==> src/rtl/wallace_mult_pipe_if.sv <==
// Handshake bundle for wallace_mult_pipe: operand/tag request side and
// product/tag response side, each with its own valid/ready pair.
// Optional macro WALLACE_MULT_SIGNED_EN adds the op_signed request bit.
interface wallace_mult_pipe_if #(
  parameter int WIDTH = 24,
  parameter int TAG_W = 4
);
  logic               in_valid;
  logic               in_ready;
  logic [WIDTH-1:0]   op1;
  logic [WIDTH-1:0]   op2;
  logic [TAG_W-1:0]   in_tag;
`ifdef WALLACE_MULT_SIGNED_EN
  logic               op_signed;
`endif
  logic               out_valid;
  logic               out_ready;
  logic [2*WIDTH-1:0] product;
  logic [TAG_W-1:0]   out_tag;
  logic               busy;

  // Producer/consumer side (drives operands, accepts results)
  modport master (
    output in_valid, op1, op2, in_tag, out_ready,
`ifdef WALLACE_MULT_SIGNED_EN
    output op_signed,
`endif
    input  in_ready, out_valid, product, out_tag, busy
  );

  // Multiplier side
  modport slave (
    input  in_valid, op1, op2, in_tag, out_ready,
`ifdef WALLACE_MULT_SIGNED_EN
    input  op_signed,
`endif
    output in_ready, out_valid, product, out_tag, busy
  );
endinterface

==> src/rtl/wallace_mult_pipe.sv <==
// Pipelined WIDTH x WIDTH multiplier: partial products, 3:2 CSA (Wallace)
// reduction, final carry-propagate add, cut into STAGES registered stages.
// Stage 1 holds the partial-product rows, the middle stages share the CSA
// levels, and the last stage holds the CPA result (STAGES=1 puts all of it
// in one stage). Enable-gated shift pipeline: a stalled output freezes
// every stage. Define WALLACE_MULT_SIGNED_EN to add two's-complement
// operation selected per operation by op_signed.
module wallace_mult_pipe #(
  parameter int WIDTH  = 24,
  parameter int STAGES = 3,
  parameter int TAG_W  = 4
) (
  input  logic              clk,
  input  logic              rst_n,
  wallace_mult_pipe_if.slave bus
);

  localparam int PW = 2 * WIDTH;

  typedef logic [WIDTH-1:0][PW-1:0] rows_t;

  // Row count left after 'lvl' CSA levels (each group of 3 rows becomes 2).
  function automatic int rows_at(int lvl);
    int n;
    n = WIDTH;
    for (int l = 0; l < lvl; l++) n = n - n / 3;
    return n;
  endfunction

  function automatic int count_levels();
    int n;
    int l;
    n = WIDTH;
    l = 0;
    while (n > 2) begin
      n = n - n / 3;
      l++;
    end
    return l;
  endfunction

  localparam int NLVL = count_levels();

  // One 3:2 compression level over the first n rows; results are packed
  // from row 0 upward, leftover rows pass straight through.
  function automatic rows_t csa_level(rows_t r, int n);
    rows_t         o;
    logic [PW-1:0] a, b, c, maj;
    o = '0;
    for (int i = 0; i < WIDTH / 3; i++) begin
      if (i < n / 3) begin
        a   = r[3*i];
        b   = r[3*i+1];
        c   = r[3*i+2];
        maj = (a & b) | (a & c) | (b & c);
        o[2*i]   = a ^ b ^ c;
        o[2*i+1] = {maj[PW-2:0], 1'b0};
      end
    end
    for (int j = 0; j < 2; j++) begin
      if (j < n % 3) o[2*(n/3)+j] = r[3*(n/3)+j];
    end
    return o;
  endfunction

  function automatic rows_t reduce(rows_t r, int lo, int hi);
    rows_t t;
    t = r;
    for (int l = 0; l < NLVL; l++) begin
      if (l >= lo && l < hi) t = csa_level(t, rows_at(l));
    end
    return t;
  endfunction

  // Number of CSA levels completed at the output of stage s.
  function automatic int lvl_end(int s);
    if (s == STAGES) return NLVL;
    if (s == 1) return 0;
    return ((s - 1) * NLVL) / (STAGES > 2 ? STAGES - 2 : 1);
  endfunction

  function automatic int lvl_start(int s);
    return (s == 1) ? 0 : lvl_end(s - 1);
  endfunction

  // Combinational work of stage s; the last stage adds the two final rows.
  function automatic rows_t stage_fn(int s, rows_t r);
    rows_t t, o;
    t = reduce(r, lvl_start(s), lvl_end(s));
    o = t;
    if (s == STAGES) begin
      o    = '0;
      o[0] = t[0] + t[1];
    end
    return o;
  endfunction

  logic [PW-1:0]    a_ext;
  rows_t            pp_rows;
  rows_t            stg_in;
  rows_t            stg_nxt [1:STAGES];
  rows_t            rows_p  [1:STAGES];
  logic [TAG_W-1:0] tag_p   [1:STAGES];
  logic [STAGES:1]  vld_p;
  logic             stall;
  logic             adv;

`ifdef WALLACE_MULT_SIGNED_EN
  logic signed [PW-1:0] a_sx;
  assign a_sx  = PW'($signed(bus.op1));
  assign a_ext = bus.op_signed ? a_sx : PW'(bus.op1);
`else
  assign a_ext = PW'(bus.op1);
`endif

  // Partial-product rows; in signed mode the MSB row carries weight -2^(W-1)
  always_comb begin
    pp_rows = '0;
    for (int i = 0; i < WIDTH; i++) pp_rows[i] = bus.op2[i] ? (a_ext << i) : '0;
`ifdef WALLACE_MULT_SIGNED_EN
    if (bus.op_signed) pp_rows[WIDTH-1] = -pp_rows[WIDTH-1];
`endif
  end

  // Next-state of each stage from the previous stage's registers
  always_comb begin
    stg_in = pp_rows;
    for (int s = 1; s <= STAGES; s++) begin
      stg_nxt[s] = stage_fn(s, stg_in);
      stg_in     = rows_p[s];
    end
  end

  assign stall = vld_p[STAGES] & ~bus.out_ready;
  assign adv   = ~stall;

  // Stage valid bits: the only reset state; shift when not stalled
  always_ff @(posedge clk or negedge rst_n) begin
    if (!rst_n) begin
      vld_p <= '0;
    end else if (adv) begin
      vld_p[1] <= bus.in_valid;
      for (int s = 2; s <= STAGES; s++) vld_p[s] <= vld_p[s-1];
    end
  end

  // Stage data and tags advance with the valid bits; no reset needed
  always_ff @(posedge clk) begin
    if (adv) begin
      tag_p[1] <= bus.in_tag;
      for (int s = 2; s <= STAGES; s++) tag_p[s] <= tag_p[s-1];
      for (int s = 1; s <= STAGES; s++) rows_p[s] <= stg_nxt[s];
    end
  end

  // ---- output stage: data gated so it reads 0 whenever nothing is valid
  assign bus.in_ready  = adv;
  assign bus.out_valid = vld_p[STAGES];
  assign bus.product   = vld_p[STAGES] ? rows_p[STAGES][0] : '0;
  assign bus.out_tag   = vld_p[STAGES] ? tag_p[STAGES] : '0;
  assign bus.busy      = |vld_p;

endmodule
==> src/flat_wrapper.sv <==
// flat-port wrapper written by rule: the top's interface ports become plain ports
module wallace_mult_pipe_flat 
#(
  parameter int WIDTH  = 24,
  parameter int STAGES = 3,
  parameter int TAG_W  = 4
)
  (clk, rst_n, bus_in_valid, bus_op1, bus_op2, bus_in_tag, bus_out_ready, bus_in_ready, bus_out_valid, bus_product, bus_out_tag, bus_busy);
  wallace_mult_pipe_if #(.WIDTH(WIDTH), .TAG_W(TAG_W)) bus_i ();
  input  logic clk;
  input  logic rst_n;
  input wire logic [$bits(bus_i.in_valid)-1:0] bus_in_valid;
  input wire logic [$bits(bus_i.op1)-1:0] bus_op1;
  input wire logic [$bits(bus_i.op2)-1:0] bus_op2;
  input wire logic [$bits(bus_i.in_tag)-1:0] bus_in_tag;
  input wire logic [$bits(bus_i.out_ready)-1:0] bus_out_ready;
  output wire logic [$bits(bus_i.in_ready)-1:0] bus_in_ready;
  output wire logic [$bits(bus_i.out_valid)-1:0] bus_out_valid;
  output wire logic [$bits(bus_i.product)-1:0] bus_product;
  output wire logic [$bits(bus_i.out_tag)-1:0] bus_out_tag;
  output wire logic [$bits(bus_i.busy)-1:0] bus_busy;
  assign bus_i.in_valid = bus_in_valid;
  assign bus_i.op1 = bus_op1;
  assign bus_i.op2 = bus_op2;
  assign bus_i.in_tag = bus_in_tag;
  assign bus_i.out_ready = bus_out_ready;
  assign bus_in_ready = bus_i.in_ready;
  assign bus_out_valid = bus_i.out_valid;
  assign bus_product = bus_i.product;
  assign bus_out_tag = bus_i.out_tag;
  assign bus_busy = bus_i.busy;
  wallace_mult_pipe #(.WIDTH(WIDTH), .STAGES(STAGES), .TAG_W(TAG_W)) u_core (.clk(clk), .rst_n(rst_n), .bus(bus_i));
endmodule
==> config.mk <==
export PLATFORM = sky130hd
export DESIGN_NAME = wallace_mult_pipe_flat
export DESIGN_NICKNAME = d
export VERILOG_FILES = /design/src/rtl/wallace_mult_pipe_if.sv /design/src/rtl/wallace_mult_pipe.sv /design/src/flat_wrapper.sv
export SDC_FILE = /design/constraint.sdc
export NUM_CORES = 2
export LEC_CHECK = 0
export ABC_AREA = 1
export ABC_CLOCK_PERIOD_IN_PS = 58600
export BUFFER_PORTS_ARGS = -buffer_cell sky130_fd_sc_hd__buf_4
export CAP_MARGIN = 20
export CORE_MARGIN = 4
export CORE_UTILIZATION = 40
export CTS_BUF_LIST = sky130_fd_sc_hd__clkbuf_4
export DETAILED_ROUTE_END_ITERATION = 8
export PLACE_DENSITY = 0.52
export SLEW_MARGIN = 20
export SYNTH_ARGS = -nofsm -noshare
export SYNTH_HDL_FRONTEND = slang
export SYNTH_SLANG_ARGS = --single-unit
==> constraint.sdc <==
create_clock -name clk -period 58.6 [get_ports clk]
set_input_delay 2.93 -clock clk [delete_from_list [all_inputs] [get_ports clk]]
set_output_delay 2.93 -clock clk [all_outputs]
set_load 0.01 [all_outputs]
==> metrics.txt <==
Worst Setup SP bus_out_ready; core area 107,700 um2; max_cap viols 0; number of global-route vias before repair 26,660; Die Area 114,400 um2; cts repair resizes 0; area added between synthesis and finish 10.78%; Clk pin slew, worst setup/hold paths 0.07 ns; critical hold path startpoint u_core.rows_p[0][1805]; grt ovf 0; Yosys top cell area share 49.85%; met3 usage 3.443%; status finished, final reports clean; TritonRoute pass-1 iters 7; share of post-route cells with drive strength above 1 10.17%; Die Y-Extent 338.2 um; Mapped Nets 4,681; Vias/cell 4.353; GPL Wtd Cong 0.8423; antenna viol nets, final 0; CTS tree done; crit path DAT 3.89 ns; number of buffers added on ports 110; nets@finish 4,899; CTS hold repair buffers 0; # setup viols final 0; first-pass GRT wire length 152,800 um; crit path max fanout 57; Num CTS Buffers 202; Synth top cells by count inv_1, nand2_1, edfxtp_1, fa_1, ha_1; Critical R2R Launch u_core.vld_p[3]; Cells after Synth 3,995; GRT Util Overall 17.54%; Filler cells 10,100; Crit. End Element output pin; RSZ-0062 raised after global routing false; final hold violations 0; kind of critical path in -> out; initial antenna violation count 3; Worst-Margin Slew 1.080 ns; Worst Path Required 55.67 ns; most numerous cell in the Yosys netlist inv_1; effective utilization at floorplan 40.52%; CP startpoint kind primary input; Max transition margin 27.97%; most used routing layer met2; Synth Flop Type edfxtp_1; via count of the routed design 25,050; Die Width 338.2 um; wire per inst 16.91 um; Post-synth EDFFs 724; max-slew violation count 0; post-layout min period 6.817 ns; drt total wl 97,310 um; num ports 111; Fmax 146.7 MHz; DP HPWL 67,460 um; syn_area_per_cell 10.92 um2; H-tree levels 4; largest net degree at the start of global routing 173; Synth async-reset ratio 0.4127%; DRC violations left 0; site row count 120; worst-skew pair later-pin latency 1.06 ns; Sink Count 727; Setup Fix Bufs, Post-CTS 0; DRT iter0 DRCs 1,677; Hold Crit Class reg -> reg; leading area contributor after synthesis edfxtp_1; Setup Skew 0.07608 ns; Root Buffer clkbuf_4; post-synthesis sequential area ratio 50.02%; Synth Register Bits 727; GR Layer Usage met2 27.23%; Syn. warnings 0; synth unique cells 27; CTS Buffer Depth 3; met1 usage 25.16%; Cell Area, Synth 43,620 um2; Fin Setup TNS 0 ns; crit share post-route 11.63%; synth top area cells edfxtp_1, fa_1, inv_1, nand2_1, ha_1
worst paths after layout:
check	endpoint	slack, ns	cells past startpoint
min in group asynchronous	u_core.vld_p[3]	1.64	1
setup / recovery	bus_in_ready	51.78	3
max in group asynchronous	u_core.vld_p[3]	56.85	1
hold / removal	u_core.rows_p[0][2704]	0.41	0
setup reg to reg	u_core.rows_p[0][1093]	52.90	6
hold reg to reg	u_core.rows_p[0][2704]	0.41	0
layout by cell type, fill, tap and decap left out, types with 3 or more instances in the layout:
master,instances
nor2_1,54
nand3_1,27
nand2_2,3
buf_4,115
diode_2,3
xor2_1,16
fa_1,489
and2_1,4
nor2_4,3
nor4_1,4
o21ai_0,16
a31oi_1,3
nand2_1,885
clkinvlp_4,5
clkinv_2,7
inv_2,4
a21oi_1,35
inv_1,1457
xnor2_1,7
nor3_1,7
edfxtp_1,724
clkbuf_4,286
ha_1,141
nand3_2,7
clkinv_1,32
state kept, by name (all words and copies together), names as in the netlist:
| signal | count |
|---|---|
| u_core.vld_p | 3 |
| u_core.tag_p | 12 |
| u_core.rows_p | 712 |
logic make-up after synthesis:
family          Yosys count  share of synthesized area [%]
xor+xnor                 23                         0.4618
flops                   727                          50.02
buf+inv                1560                          13.43
compound gates           55                         0.6455
simple gates           1000                          8.959
fa+ha+maj               630                          26.49
per-layer routing:
layer / routed length [um] / vias up / part of all wire, %
met5: 13 / - / 0.013
met4: 1907 / 2 / 2.0
met3: 5058 / 159 / 5.2
met2: 43880 / 572 / 45
met1: 46450 / 12250 / 48
li1: - / 12060 / -
metrics by stage:
| stage | instances | hold WS (ns) | instance area, um2 | utilization [%] | setup slack, ns |
|---|---|---|---|---|---|
| 3_3_place_gp | 5412 | 0.4012 | 45890 | 42.63 | 50.90 |
| 2_1_floorplan | 3995 | 0.4003 | 43620 | - | 32.90 |
| 4_1_cts | 5751 | 0.4150 | 48310 | 44.88 | 51.74 |
| 6_report | 5754 | 0.4112 | 48320 | 44.88 | 51.78 |
| 3_5_place_dp | 5412 | 0.4054 | 45890 | 42.63 | 50.85 |
| 5_1_grt | 5754 | 0.4139 | 48320 | 44.88 | 51.69 |
critical path: stages:
cell	delay [ns]
buf_4	0.08
or2_4	0.60
buf_4	0.24
area by class of cell:
type | instances | area, um2 | share of cell area [%]
clock buffer | 286 | 2147 | 4.444
antenna | 3 | 7.507 | 0.01554
clock inverter | 53 | 272.8 | 0.5645
tap | 1403 | 1755 | 3.633
timing repair buffer | 117 | 903.4 | 1.870
inverter | 1457 | 5469 | 11.32
multi-input combinational | 1708 | 15950 | 33.00
sequential | 727 | 21820 | 45.15
Power is not shown: default switching activity piles up to over one toggle a cycle in this logic, so the estimate is an artifact.
